**src/rtl/gcd_command_parser.sv**
```systemverilog
// Frames UART bytes (header, A, B, XOR checksum) into two 16-bit GCD operands,
// validates them, and hands each good command to the engine with a start pulse.
module gcd_command_parser #(
    parameter logic [7:0] HEADER_BYTE    = 8'hA5,
    parameter int         TIMEOUT_CYCLES = 50000,
    parameter int         CNT_WIDTH      = 16
) (
    input  logic        i_clk,
    input  logic        i_reset,
    input  logic        i_rx_valid,
    input  logic [7:0]  i_rx_data,
    input  logic        i_engine_busy,
    output logic [15:0] o_gcd1,
    output logic [15:0] o_gcd2,
    output logic        o_start_gcd,
    output logic        o_frame_error,
    output logic [1:0]  o_error_code,
    output logic [7:0]  o_accepted_count,
    output logic        o_parser_idle
);

    localparam logic [2:0] S_IDLE    = 3'd0;
    localparam logic [2:0] S_A_HI    = 3'd1;
    localparam logic [2:0] S_A_LO    = 3'd2;
    localparam logic [2:0] S_B_HI    = 3'd3;
    localparam logic [2:0] S_B_LO    = 3'd4;
    localparam logic [2:0] S_CHK     = 3'd5;
    localparam logic [2:0] S_CHECK   = 3'd6;
    localparam logic [2:0] S_PENDING = 3'd7;

    localparam logic [1:0] E_OVERRUN  = 2'd0;
    localparam logic [1:0] E_CHECKSUM = 2'd1;
    localparam logic [1:0] E_ZERO     = 2'd2;
    localparam logic [1:0] E_TIMEOUT  = 2'd3;

    // The silent cycle that would bring the counter to TIMEOUT_CYCLES-1 aborts the frame.
    localparam logic [CNT_WIDTH-1:0] TMO_LAST = CNT_WIDTH'(TIMEOUT_CYCLES - 2);

    logic [2:0]           r_state;
    logic [15:0]          r_opA;
    logic [15:0]          r_opB;
    logic [7:0]           r_xor;
    logic [7:0]           r_chk;
    logic [CNT_WIDTH-1:0] r_cnt;
    logic [15:0]          r_gcd1;
    logic [15:0]          r_gcd2;
    logic                 r_start;
    logic                 r_err;
    logic [1:0]           r_code;
    logic [7:0]           r_count;
    logic                 r_idle;

    logic [2:0] w_next;
    logic       w_inFrame;
    logic       w_accept;
    logic       w_timeout;
    logic       w_issue;
    logic       w_err;
    logic [1:0] w_code;

    assign w_inFrame = (r_state >= S_A_HI) && (r_state <= S_CHK);

    always_comb begin
        w_next    = r_state;
        w_accept  = 1'b0;
        w_timeout = 1'b0;
        w_issue   = 1'b0;
        w_err     = 1'b0;
        w_code    = E_OVERRUN;
        case (r_state)
            S_IDLE: begin
                if (i_rx_valid && (i_rx_data == HEADER_BYTE)) begin
                    w_next = S_A_HI;
                end
            end
            S_A_HI, S_A_LO, S_B_HI, S_B_LO, S_CHK: begin
                if (i_rx_valid) begin
                    w_accept = 1'b1;
                    w_next   = r_state + 3'd1;
                end else if (r_cnt == TMO_LAST) begin
                    w_timeout = 1'b1;
                    w_err     = 1'b1;
                    w_code    = E_TIMEOUT;
                    w_next    = S_IDLE;
                end
            end
            S_CHECK: begin
                // A stray byte is an overrun, but the frame verdict still stands.
                if (i_rx_valid) begin
                    w_err  = 1'b1;
                    w_code = E_OVERRUN;
                end
                if (r_xor != r_chk) begin
                    w_err  = 1'b1;
                    w_code = E_CHECKSUM;
                    w_next = S_IDLE;
                end else if ((r_opA == 16'd0) || (r_opB == 16'd0)) begin
                    w_err  = 1'b1;
                    w_code = E_ZERO;
                    w_next = S_IDLE;
                end else if (i_engine_busy) begin
                    w_next = S_PENDING;
                end else begin
                    w_issue = 1'b1;
                    w_next  = S_IDLE;
                end
            end
            default: begin
                if (i_rx_valid) begin
                    w_err  = 1'b1;
                    w_code = E_OVERRUN;
                end
                if (!i_engine_busy) begin
                    w_issue = 1'b1;
                    w_next  = S_IDLE;
                end
            end
        endcase
    end

    always_ff @(posedge i_clk) begin
        if (i_reset) begin
            r_state <= S_IDLE;
            r_opA   <= '0;
            r_opB   <= '0;
            r_xor   <= '0;
            r_chk   <= '0;
            r_cnt   <= '0;
            r_gcd1  <= '0;
            r_gcd2  <= '0;
            r_start <= 1'b0;
            r_err   <= 1'b0;
            r_code  <= E_OVERRUN;
            r_count <= '0;
            r_idle  <= 1'b1;
        end else begin
            r_state <= w_next;
            r_start <= w_issue;
            r_err   <= w_err;
            r_idle  <= (w_next == S_IDLE);
            if (w_err) begin
                r_code <= w_code;
            end
            if (w_issue) begin
                r_gcd1  <= r_opA;
                r_gcd2  <= r_opB;
                r_count <= r_count + 8'd1;
            end
            if (w_inFrame && !w_accept && !w_timeout) begin
                r_cnt <= r_cnt + CNT_WIDTH'(1);
            end else begin
                r_cnt <= '0;
            end
            if (r_state == S_IDLE) begin
                r_xor <= '0;
            end else if (w_accept && (r_state != S_CHK)) begin
                r_xor <= r_xor ^ i_rx_data;
            end
            if (w_accept) begin
                case (r_state)
                    S_A_HI:  r_opA[15:8] <= i_rx_data;
                    S_A_LO:  r_opA[7:0]  <= i_rx_data;
                    S_B_HI:  r_opB[15:8] <= i_rx_data;
                    S_B_LO:  r_opB[7:0]  <= i_rx_data;
                    default: r_chk       <= i_rx_data;
                endcase
            end
        end
    end

    assign o_gcd1           = r_gcd1;
    assign o_gcd2           = r_gcd2;
    assign o_start_gcd      = r_start;
    assign o_frame_error    = r_err;
    assign o_error_code     = r_code;
    assign o_accepted_count = r_count;
    assign o_parser_idle    = r_idle;

endmodule

```
**config.mk**
```make
export PLATFORM = sky130hd
export DESIGN_NAME = gcd_command_parser
export DESIGN_NICKNAME = d
export VERILOG_FILES = /design/src/rtl/gcd_command_parser.sv
export SDC_FILE = /design/constraint.sdc
export NUM_CORES = 1
export LEC_CHECK = 0
export BUFFER_PORTS_ARGS = -buffer_cell sky130_fd_sc_hd__buf_2
export CAP_MARGIN = 10
export CORE_UTILIZATION = 57
export DETAILED_ROUTE_END_ITERATION = 10
export PLACE_DENSITY = 0.86
export SYNTH_ARGS = -nofsm -noshare
export SYNTH_HDL_FRONTEND = slang
export SYNTH_SLANG_ARGS = --single-unit
```
**constraint.sdc**
```tcl
create_clock -name i_clk -period 2.4 [get_ports i_clk]
set_input_delay 0.24 -clock i_clk [delete_from_list [all_inputs] [get_ports i_clk]]
set_output_delay 0.24 -clock i_clk [all_outputs]
set_load 0.03 [all_outputs]
```
# Yosys cells after proc, flatten, opt, wreduce, memory -nomap -nowiden
# Cells that the tools add are included.
# op_classes
n_addsub,3
n_lt_le_gt_ge,2
eq_ne,10
mux,25
bitwise_logic,3
n_reduce_logical,22
# op_table
op,n
16-bit logical NOT,2
3-bit 2-to-1 mux,7
16-bit by 1-bit adder with 16-bit output (second input constant),1
16-bit == test (second input constant),1
1-bit 2-to-1 mux,10
2-bit AND reduction,5
3-bit == test (second input constant),3
3-bit one-hot mux with 3 select lines,1
8-bit by 1-bit adder with 8-bit output (second input constant),1
8-bit == test (second input constant),1
2-bit 2-to-1 mux,4
8-bit != test,1
8-bit XOR,1
3-bit by 2-bit == test with 1-bit output (second input constant),2
3-bit logical NOT,2
6-bit OR reduction,1
1-bit logical AND,5
5-bit OR reduction,1
2-bit one-hot mux with 2 select lines,1
2-bit OR reduction,2
4-bit OR reduction,1
3-bit by 1-bit adder with 3-bit output (second input constant),1
3-bit by 1-bit == test with 1-bit output (second input constant),1
3-bit by 1-bit >= comparator with 1-bit output (second input constant),1
other kinds (7),9
# word_totals
register_bits,112
inputBits,12
elab_cells,80

# Longest topological paths before layout
# Gate-level depths: netlist of the first run.
# logic_depth
ltp_word,8
mapped_depth,10

# Worst setup path before layout of the first run
# No wires, ideal clock.
# synth_path
path_kind,register -> register
startpoint,reg r_state[0]
endpoint,reg r_idle (netlist: o_parser_idle)
arrival_ns,2.120
required_ns,2.322
setup_slack_ns,0.202
stages_incl_launch_ff,11
n_path_buf,2
synth_period_minus_slack_ns,2.198
cell_sequence,dfxtp_1 -> inv_1 -> ha_1 -> clkbuf_1 -> or3_1 -> and3_1 -> clkbuf_1 -> a311o_1 -> o21ai_1 -> a31oi_1 -> nor3_1
# synth_between
elab_chain_cells,4
word_cells_on_any_way,15
# synth_lines
element,line,text
from (decl),39,logic [2:0] r_state;
from (signal assigned),137,r_state <= w_next;
"3-bit by 1-bit adder with 3-bit output, or another cell as far along",79,w_next = r_state + 3'd1;
3-bit 2-to-1 mux / 5-bit OR reduction (equally long branches),"77, 70",
3-bit one-hot mux with 3 select lines (*),70,case (r_state)
3-bit logical NOT (*),140,r_idle <= (w_next == S_IDLE);
to (signal assigned),140,
to (decl),51,logic r_idle;
# Mark *: on every way between the ends. The rest lies on a longest branch, timed or not.
# A chain may end at the register's enable or synchronous reset.

# Worst setup path after layout of the first run
# layout_path
startpoint,reg r_xor[2]
endpoint,reg r_gcd2[14] (netlist: o_gcd2[14])
# layout_between
elab_chain_cells,3
# layout_lines
element,line,text
from (decl),42,logic [7:0] r_xor;
from (signal assigned),157,r_xor <= r_xor ^ i_rx_data;
8-bit != test,93,if (r_xor != r_chk) begin
1-bit 2-to-1 mux,93,
1-bit one-hot mux with 2 select lines,70,
to (signal assigned),146,r_gcd2 <= r_opB;
to (decl),46,logic [15:0] r_gcd2;
# No other way between the ends.

==> flow_summary.ini, run 1 <==
[routing]
detail-route-antenna-nets = 0
via_per_inst = 5.49
drtIter0Drc = 216
drcViolationCount = 0
wl_mm = 9.66
vias = 3642
wl_per_cell_um = 14.6
drtPass1Iterations = 4

[final_layout]
seqCellArea_mm2 = 0.00224
multi_input_area_mm2 = 0.00227
antenna_cells = 0
drive_gt1_share_pct = 16.0
nets = 576
area_growth_pct = 13.0
fill_cells = 632

[global_route]
antenna_found_initial = 0
grt.total_usage_pct = 24.4
grt_overflow = 0
grt_max_degree = 42
grt_pass1_vias = 3436
grt_pass1_wl_mm = 16.4

[critical_path]
r2r-end = o_gcd2[14]
crit_chain = xor2_1 > nor4_2 > nand4_1 > o31ai_4 > buf_12 > buf_12 > mux2i_1 > nor2_1
path_delay_family = simple AND/OR/NAND/NOR gates
timing.rr.start = r_xor[2]
cp.depth = 8
slowest_delay_ns = 0.35
worstPathRequired_ns = 2.66
critical_path_arrival_ns = 2.48
crit_path_frequent_cell = buf_12
critPathSlowestCell = dfxtp_1
criticalPathCategory = flip-flop to flip-flop
worst_setup_path_start_kind = flip-flop
crit_fanout = 31
cp-end-kind = flip-flop
reg2regPathDepth = 8
ff2ff_setup_slack_ns = 0.18
crit_end = o_gcd2[14]
path_buf_inv = 2
critPathLaunch = r_xor[2]

[clock_network]
cts_tree = yes
clockBufferDepth = 2
cts_resized = 0
cts_setup_buffers = 0
tritoncts.num_buffers = 9
cts_root_buf = clkbuf_8
clock_sinks = 112
worstSkewPairLatency_ns = 0.38
clk_pin_slew_worst_paths_ns = 0.10
cts_hold_buf = 0
htree_levels = 3

[placement]
numPortBuffers = 56
place.gp.congestion = 0.842
hpwlAfterDp_mm = 6.87

[pwr]
powerDensity_mw_per_mm2 = 564
power_mw = 2.96
power_leakage_nw = 2.21
irDropWorstVdd_uv = 316

[worst_hold_path]
hp-class = input port to flip-flop
hp-start = i_rx_data[7]

[floorplan]
chipHeight_um = 92.3
coreArea_mm2 = 0.00781
initial_utilization_pct = 59.5
dieArea_mm2 = 0.00851
num_rows = 32
pin_count = 57
die_x_um = 92.3

[timing]
period_share_pct = 92.4
slew_violations = 0
max-slew-margin-rel_pct = 46.5
max_freq_ghz = 0.451
finalSetupTns_ns = 0
fin_crit_ns = 2.22
setup_viol = 0
clock_skew_ns = 0.0154
rsz0062_at_grt = false
worstMarginPinSlew_ns = 0.796
finalHoldViolations = 0

[synth]
synth.net_count = 517
synth_area_per_cell_um2 = 9.34
async_reset_ff_share_pct = 0
synth_common_cells = dfxtp_1, nor2_1, mux2i_1
ys_seq_elements = 112
synth-warning-count = 0
synth_edf_count = 0
yosysTopAreaCell = dfxtp_1
synthCells = 497
ys_types = 44
ys.flop_type = dfxtp_1
yosysTopAreaCellShare_pct = 48.3
yosysSeqAreaShare_pct = 48.3
syn_area_mm2 = 0.00464
synth_most_common_cell = dfxtp_1
synth_area_leaders = dfxtp_1, mux2i_1, nor2_1, xor2_1, nand2_1

[run_status]
status = finished clean

[job]
drv_cap = 0
## cells by family after synthesis
logic type	after synthesis	synth area share [%]
XOR/XNOR	31	5.85
adder cells (fa/ha/maj)	8	2.16
buffers and inverters	28	3.07
AO/OA/AOI/OAI	43	5.85
multiplexers	60	13.0
flip-flops	112	48.3
AND/OR/NAND/NOR	215	21.8
## registers in the layout, summed over array words and instances, names as in the netlist, 3 cells and up
| signal | cells |
|---|---|
| o_gcd1 | 16 |
| o_gcd2 | 16 |
| r_cnt | 16 |
| r_opA | 16 |
| r_opB | 16 |
| o_accepted_count | 8 |
| r_chk | 8 |
| r_xor | 8 |
| r_state | 3 |
## stage by stage
step                cells  hold WS, ns  cell area (µm²)  util [%]  setup slack (ns)
global placement      647        0.437             5050      64.7             0.181
detailed placement    647        0.450             5050      64.7             0.126
finish                663        0.185             5250      67.2             0.183
CTS                   663        0.173             5240      67.1             0.115
global route          663        0.183             5250      67.2            0.0282
floorplan             497        0.376             4640         -             0.202
## worst min-delay path by stage
stage,endpoint,cells past startpoint
floorplan,r_opB[0],2
global placement,r_cnt[0],1
detailed placement,r_cnt[0],1
CTS,r_opB[7],3
global route,r_opB[13],3
finish,r_opB[7],3
## worst register-to-register path: cells and delay by family, from the launching register on
family / cells / cell delay (ns)
AOI/OAI and AO/OA: 1 / 0.32
xor gates and xnor gates: 1 / 0.16
buffers and inverters: 2 / 0.42
DFF: 1 / 0.35
muxes: 1 / 0.25
and+or+nand+nor: 3 / 0.63
## per-layer routing
metal | wire [µm] | track usage [%]
met5 | 0 | 0
met2 | 4670 | 39.9
met4 | 182 | 10.7
met1 | 4500 | 31.8
met3 | 302 | 3.73
## cells in the final DEF (no fill, tap or decap), types with 2 or more instances in the layout
| cell | Yosys | routed |
|---|---|---|
| and3_1 | 14 | 14 |
| o21ai_0 | 4 | 4 |
| nand3_1 | 19 | 19 |
| a31oi_1 | 3 | 3 |
| nor4_1 | 9 | 8 |
| or3_1 | 2 | 2 |
| nor4_2 | 2 | 3 |
| ha_1 | 8 | 8 |
| nand3b_1 | 3 | 3 |
| clkbuf_8 | 0 | 10 |
| a311o_1 | 2 | 2 |
| nor2b_1 | 4 | 4 |
| nor2_1 | 90 | 90 |
| nand4_1 | 6 | 6 |
| mux2i_1 | 57 | 57 |
| xnor2_1 | 8 | 8 |
| inv_1 | 7 | 7 |
| nor3_1 | 7 | 7 |
| a21o_1 | 3 | 3 |
| dfxtp_1 | 112 | 112 |
| inv_6 | 0 | 2 |
| nand2_1 | 48 | 48 |
| buf_12 | 0 | 2 |
| buf_4 | 0 | 10 |
| buf_2 | 0 | 56 |
| a21oi_1 | 23 | 23 |
| and2_1 | 3 | 3 |
| mux2_1 | 3 | 3 |
| xor2_1 | 23 | 23 |
## where the power goes
| group | switching [mW] | total (mW) | internal, mW |
|---|---|---|---|
| logic | 0.0528 | 0.0684 | 0.0156 |
| registers | 0.000332 | 1.86 | 1.86 |
| clock network | 0.619 | 1.03 | 0.414 |
| total | 0.672 | 2.96 | 2.29 |
## final cells by class
class	instances	area share (%)
Clock buffer	11	2.69
Sequential cell	112	42.7
Timing Repair Buffer	68	7.53
Multi-Input combinational cell	357	43.3
Clock inverter	5	0.739
Tap cell	102	2.43
Inverter	8	0.572
No activity file was read; power rests on OpenSTA's default activity.
==> run 2, diff against run 1 <==
CORE_UTILIZATION = 35   (was 57)
PLACE_DENSITY = 0.61   (was 0.86)
==> flow_summary.ini, run 2 (synthesis gave the netlist of run 1 again) <==
[floorplan]
dieArea_mm2 = 0.0137
initial_utilization_pct = 36.4
chipHeight_um = 117
coreArea_mm2 = 0.0128
die_x_um = 117
num_rows = 41
pin_count = 57

[pwr]
powerDensity_mw_per_mm2 = 627
irDropWorstVdd_uv = 281
power_leakage_nw = 2.25

[placement]
place.gp.congestion = 0.791
dp_cells = 715
numPortBuffers = 56
hpwlAfterDp_mm = 7.30

[final_layout]
mostFrequentLayoutCells = dfxtp_1, nor2_1, mux2i_1, buf_2, nand2_1
stdcell_count = 732
layout_commonest_cell = dfxtp_1
nets = 575
fill_cells = 1248
area_growth_pct = 16.8
antenna_cells = 0
drive_gt1_share_pct = 16.1
multi_input_area_mm2 = 0.00227
seqCellArea_mm2 = 0.00224

[routing]
drtPass1Iterations = 4
wl_per_cell_um = 14.0
drcViolationCount = 0
via_per_inst = 4.94
wl_mm = 10.3
drtIter0Drc = 213
vias = 3613
detail-route-antenna-nets = 0

[critical_path]
critical_path_arrival_ns = 2.42
worstPathRequired_ns = 2.63
crit_chain = inv_1 > ha_1 > or4b_1 > nor4_2 > or3b_1 > nand3_2 > nor2_1
r2r-end = r_cnt[11]
slowest_delay_ns = 0.44
timing.rr.start = r_cnt[0]
critPathSlowestCell = or4b_1
ff2ff_setup_slack_ns = 0.21
reg2regPathDepth = 7
crit_fanout = 16
criticalPathCategory = flip-flop to flip-flop
cp-end-kind = flip-flop
worst_setup_path_start_kind = flip-flop

[clock_network]
cts_root_buf = clkbuf_16
clockBufferDepth = 2
clk_pin_slew_worst_paths_ns = 0.07
tritoncts.num_buffers = 9
worstSkewPairLatency_ns = 0.35
htree_levels = 3
clock_sinks = 112
cts_tree = yes

[global_route]
grt_max_degree = 46
antenna_found_initial = 1
grt_pass1_vias = 3393
grt_pass1_wl_mm = 17.0
grt_overflow = 0
grt.total_usage_pct = 16.2

[worst_hold_path]
hp-start = i_engine_busy
worstHoldEndpoint = r_state[0]
hp-class = input port to flip-flop
holdPathStages = 3

[job]
drv_cap = 0

[timing]
rsz0062_at_grt = false
finalHoldViolations = 0
finalSetupTns_ns = 0
fin_crit_ns = 2.19
slew_violations = 0
setup_viol = 0
max-slew-margin-rel_pct = 64.9
max_freq_ghz = 0.456
period_share_pct = 91.3
worstMarginPinSlew_ns = 0.525
clock_skew_ns = 0.0117

[run_status]
status = finished clean
==> run 2: repair_timing <==
item / CTS / global route
endpoints found under the hold margin: 0 / 0
resized for setup: 0 / 1
hold buffers: 0 / 0
buffers inserted: 0 / 1
setup endpoints to repair: 0 / 36
==> run 2: final cells by class <==
class	instances	share of cell area [%]
Clock buffer	9	4.15
Clock inverter	7	1.34
Inverter	8	0.553
Multi-Input combinational cell	357	41.8
Sequential cell	112	41.3
Tap cell	172	3.97
Timing Repair Buffer	67	6.92
==> run 2: worst max-delay path, delay by kind of cell (launching register included) <==
| family | cells | cell delay (ns) |
|---|---|---|
| AND/OR/NAND/NOR | 5 | 1.54 |
| buffers and inverters | 1 | 0.06 |
| flip-flops | 1 | 0.34 |
| adder cells (fa/ha/maj) | 1 | 0.13 |
==> run 2: where the power goes <==
group          internal (mW)  switching (mW)  total, mW
registers               1.86        0.000344       1.86
logic                 0.0156          0.0550     0.0706
clock network          0.736           0.736       1.47
total                   2.61           0.792       3.40
==> run 2: metrics by stage <==
| step | cell area, µm² | power (mW) | utilization, % | hold slack (ns) | setup slack, ns |
|---|---|---|---|---|---|
| after CTS | 5410 | 3.44 | 42.4 | 0.186 | 0.157 |
| after floorplan | 4640 | 1.93 | - | 0.376 | 0.202 |
| after global routing | 5430 | 3.55 | 42.5 | 0.206 | 0.0417 |
| final | 5430 | 3.40 | 42.5 | 0.198 | 0.208 |
| after global placement | 5110 | 1.97 | 40.0 | 0.439 | 0.179 |
| after detailed placement | 5110 | 1.97 | 40.0 | 0.453 | 0.162 |
==> run 2: per-layer routing <==
metal  routed length (µm)  vias to the layer above  global-route usage (%)  part of all wire, %
li1                     -                     1822                       -                    -
met1                 4880                     1713                    21.2                   48
met2                 4840                       62                    26.4                   47
met3                  378                       14                    3.40                  3.7
met4                  142                        2                    5.40                  1.4
met5                   13                        -                       0                 0.13
==> run 2: how the worst max path moves through the flow <==
stage / from / to / depth (start not counted)
final: r_cnt[0] / r_cnt[11] / 7
after global routing: r_chk[6] / o_accepted_count[2] / 8
after detailed placement: r_chk[2] / o_gcd1[7] / 7
after global placement: r_chk[6] / o_gcd1[10] / 7
after CTS: r_chk[6] / o_gcd1[15] / 7
after floorplan: r_state[0] / o_parser_idle / 10
==> run 3, diff against run 2 <==
PLACE_DENSITY = 0.6   (was 0.61)
==> flow_summary.ini, run 3 (synthesis gave the netlist of run 1 again) <==
[placement]
numPortBuffers = 56
hpwlAfterDp_mm = 7.13
place.gp.congestion = 0.830

[clock_network]
worstSkewPairLatency_ns = 0.34
cts_tree = yes
htree_levels = 3
cts_setup_buffers = 0
tritoncts.num_buffers = 9
cts_root_buf = clkbuf_16
clk_pin_slew_worst_paths_ns = 0.07
cts_hold_buf = 0
cts_resized = 0
clock_sinks = 112
clockBufferDepth = 2

[floorplan]
coreArea_mm2 = 0.0128
pin_count = 57
initial_utilization_pct = 36.4
chipHeight_um = 117
die_x_um = 117
dieArea_mm2 = 0.0137
num_rows = 41

[critical_path]
worst_setup_path_start_kind = flip-flop
crit_chain = inv_1 > ha_1 > or4b_1 > nor4_1 > or3b_1 > nand3_2 > nor2_1
cp-end-kind = flip-flop
slowest_delay_ns = 0.43
critical_path_arrival_ns = 2.46
crit_fanout = 16
worstPathRequired_ns = 2.62
path_buf_inv = 1
critPathSlowestCell = or3b_1
criticalPathCategory = flip-flop to flip-flop
path_delay_family = simple AND/OR/NAND/NOR gates

[timing]
fin_crit_ns = 2.24
rsz0062_at_grt = false
clock_skew_ns = 0.00865
worstMarginPinSlew_ns = 0.522
period_share_pct = 93.2
finalSetupTns_ns = 0
max-slew-margin-rel_pct = 65.1
slew_violations = 0
setup_viol = 0
max_freq_ghz = 0.447
finalHoldViolations = 0

[final_layout]
utilization_pct = 43.0
nets = 578
layout_commonest_cell = dfxtp_1
drive_gt1_share_pct = 16.3
mostFrequentLayoutCells = dfxtp_1, nor2_1, mux2i_1, buf_2, nand2_1
area_growth_pct = 18.2

[routing]
wl_per_cell_um = 13.8
wl_mm = 10.2
drtIter0Drc = 199
vias = 3595
drcViolationCount = 0
via_per_inst = 4.88
detail-route-antenna-nets = 0
drtPass1Iterations = 4

[pwr]
power_leakage_nw = 2.29
powerDensity_mw_per_mm2 = 653
irDropWorstVdd_uv = 310

[run_status]
status = finished clean

[global_route]
grt.total_usage_pct = 15.9
antenna_found_initial = 1
grt_max_degree = 50
grt_overflow = 0
grt_pass1_wl_mm = 16.8
grt_pass1_vias = 3422

[worst_hold_path]
hp-class = input port to flip-flop

[job]
drv_cap = 0
-- run 3: cell count changes in the layout (fill, tap and decap cells not counted), sizes merged --
cell	previous run	this run
buf	67	70
inv	11	8
bufinv	0	2
clkbuf	9	11
clkinv	4	2
clkinvlp	0	1
diode	0	1
-- run 3: where the power goes --
part / internal [mW] / total (mW) / switching, mW
Clock: 0.981 / 1.66 / 0.677
Sequential: 1.86 / 1.86 / 0.000321
Combinational: 0.0156 / 0.0702 / 0.0546
Total: 2.85 / 3.59 / 0.732
-- run 3: final timing paths --
| check | from | end | slack, ns | cells after the start |
|---|---|---|---|---|
| hold / removal | i_engine_busy | r_state[0] | 0.22 | 3 |
| setup reg to reg | r_cnt[0] | r_cnt[6] | 0.16 | 7 |
| setup / recovery | r_cnt[0] | r_cnt[6] | 0.16 | 7 |
| hold reg to reg | r_cnt[0] | r_cnt[0] | 0.47 | 1 |
-- run 3: worst reg2reg max path, delay by kind of cell, from the launching register on --
| family | cells | cell delay [ns] |
|---|---|---|
| adder cells (fa/ha/maj) | 1 | 0.13 |
| buffers and inverters | 1 | 0.06 |
| flip-flops | 1 | 0.34 |
| AND/OR/NAND/NOR | 5 | 1.60 |
-- run 3: through the flow --
step | area (µm²) | total power [mW] | std cells | hold slack [ns] | worst slack, ns
2_1_floorplan | 4640 | 1.93 | 497 | 0.376 | 0.202
3_3_place_gp | 5130 | 1.97 | 717 | 0.438 | 0.118
3_5_place_dp | 5130 | 1.97 | 717 | 0.457 | 0.0933
4_1_cts | 5470 | 3.63 | 733 | 0.202 | 0.0831
5_1_grt | 5490 | 3.72 | 735 | 0.231 | 0.0130
6_report | 5490 | 3.59 | 736 | 0.215 | 0.164
-- run 3: layer usage --
metal / global-route usage, % / routed length [µm]
met1: 20.1 / 4850
met2: 26.3 / 4830
met3: 3.86 / 383
met4: 5.57 / 119
met5: 0 / 0
-- run 3: final cells by class --
| class | count | area [µm²] |
|---|---|---|
| antenna | 1 | 2.50 |
| clock buffer | 11 | 253 |
| clock inverter | 5 | 87.6 |
| fill | 1242 | 7290 |
| inverter | 8 | 30.0 |
| multi-input combinational | 357 | 2260 |
| sequential | 112 | 2240 |
| tap | 172 | 215 |
| timing repair buffer | 70 | 398 |
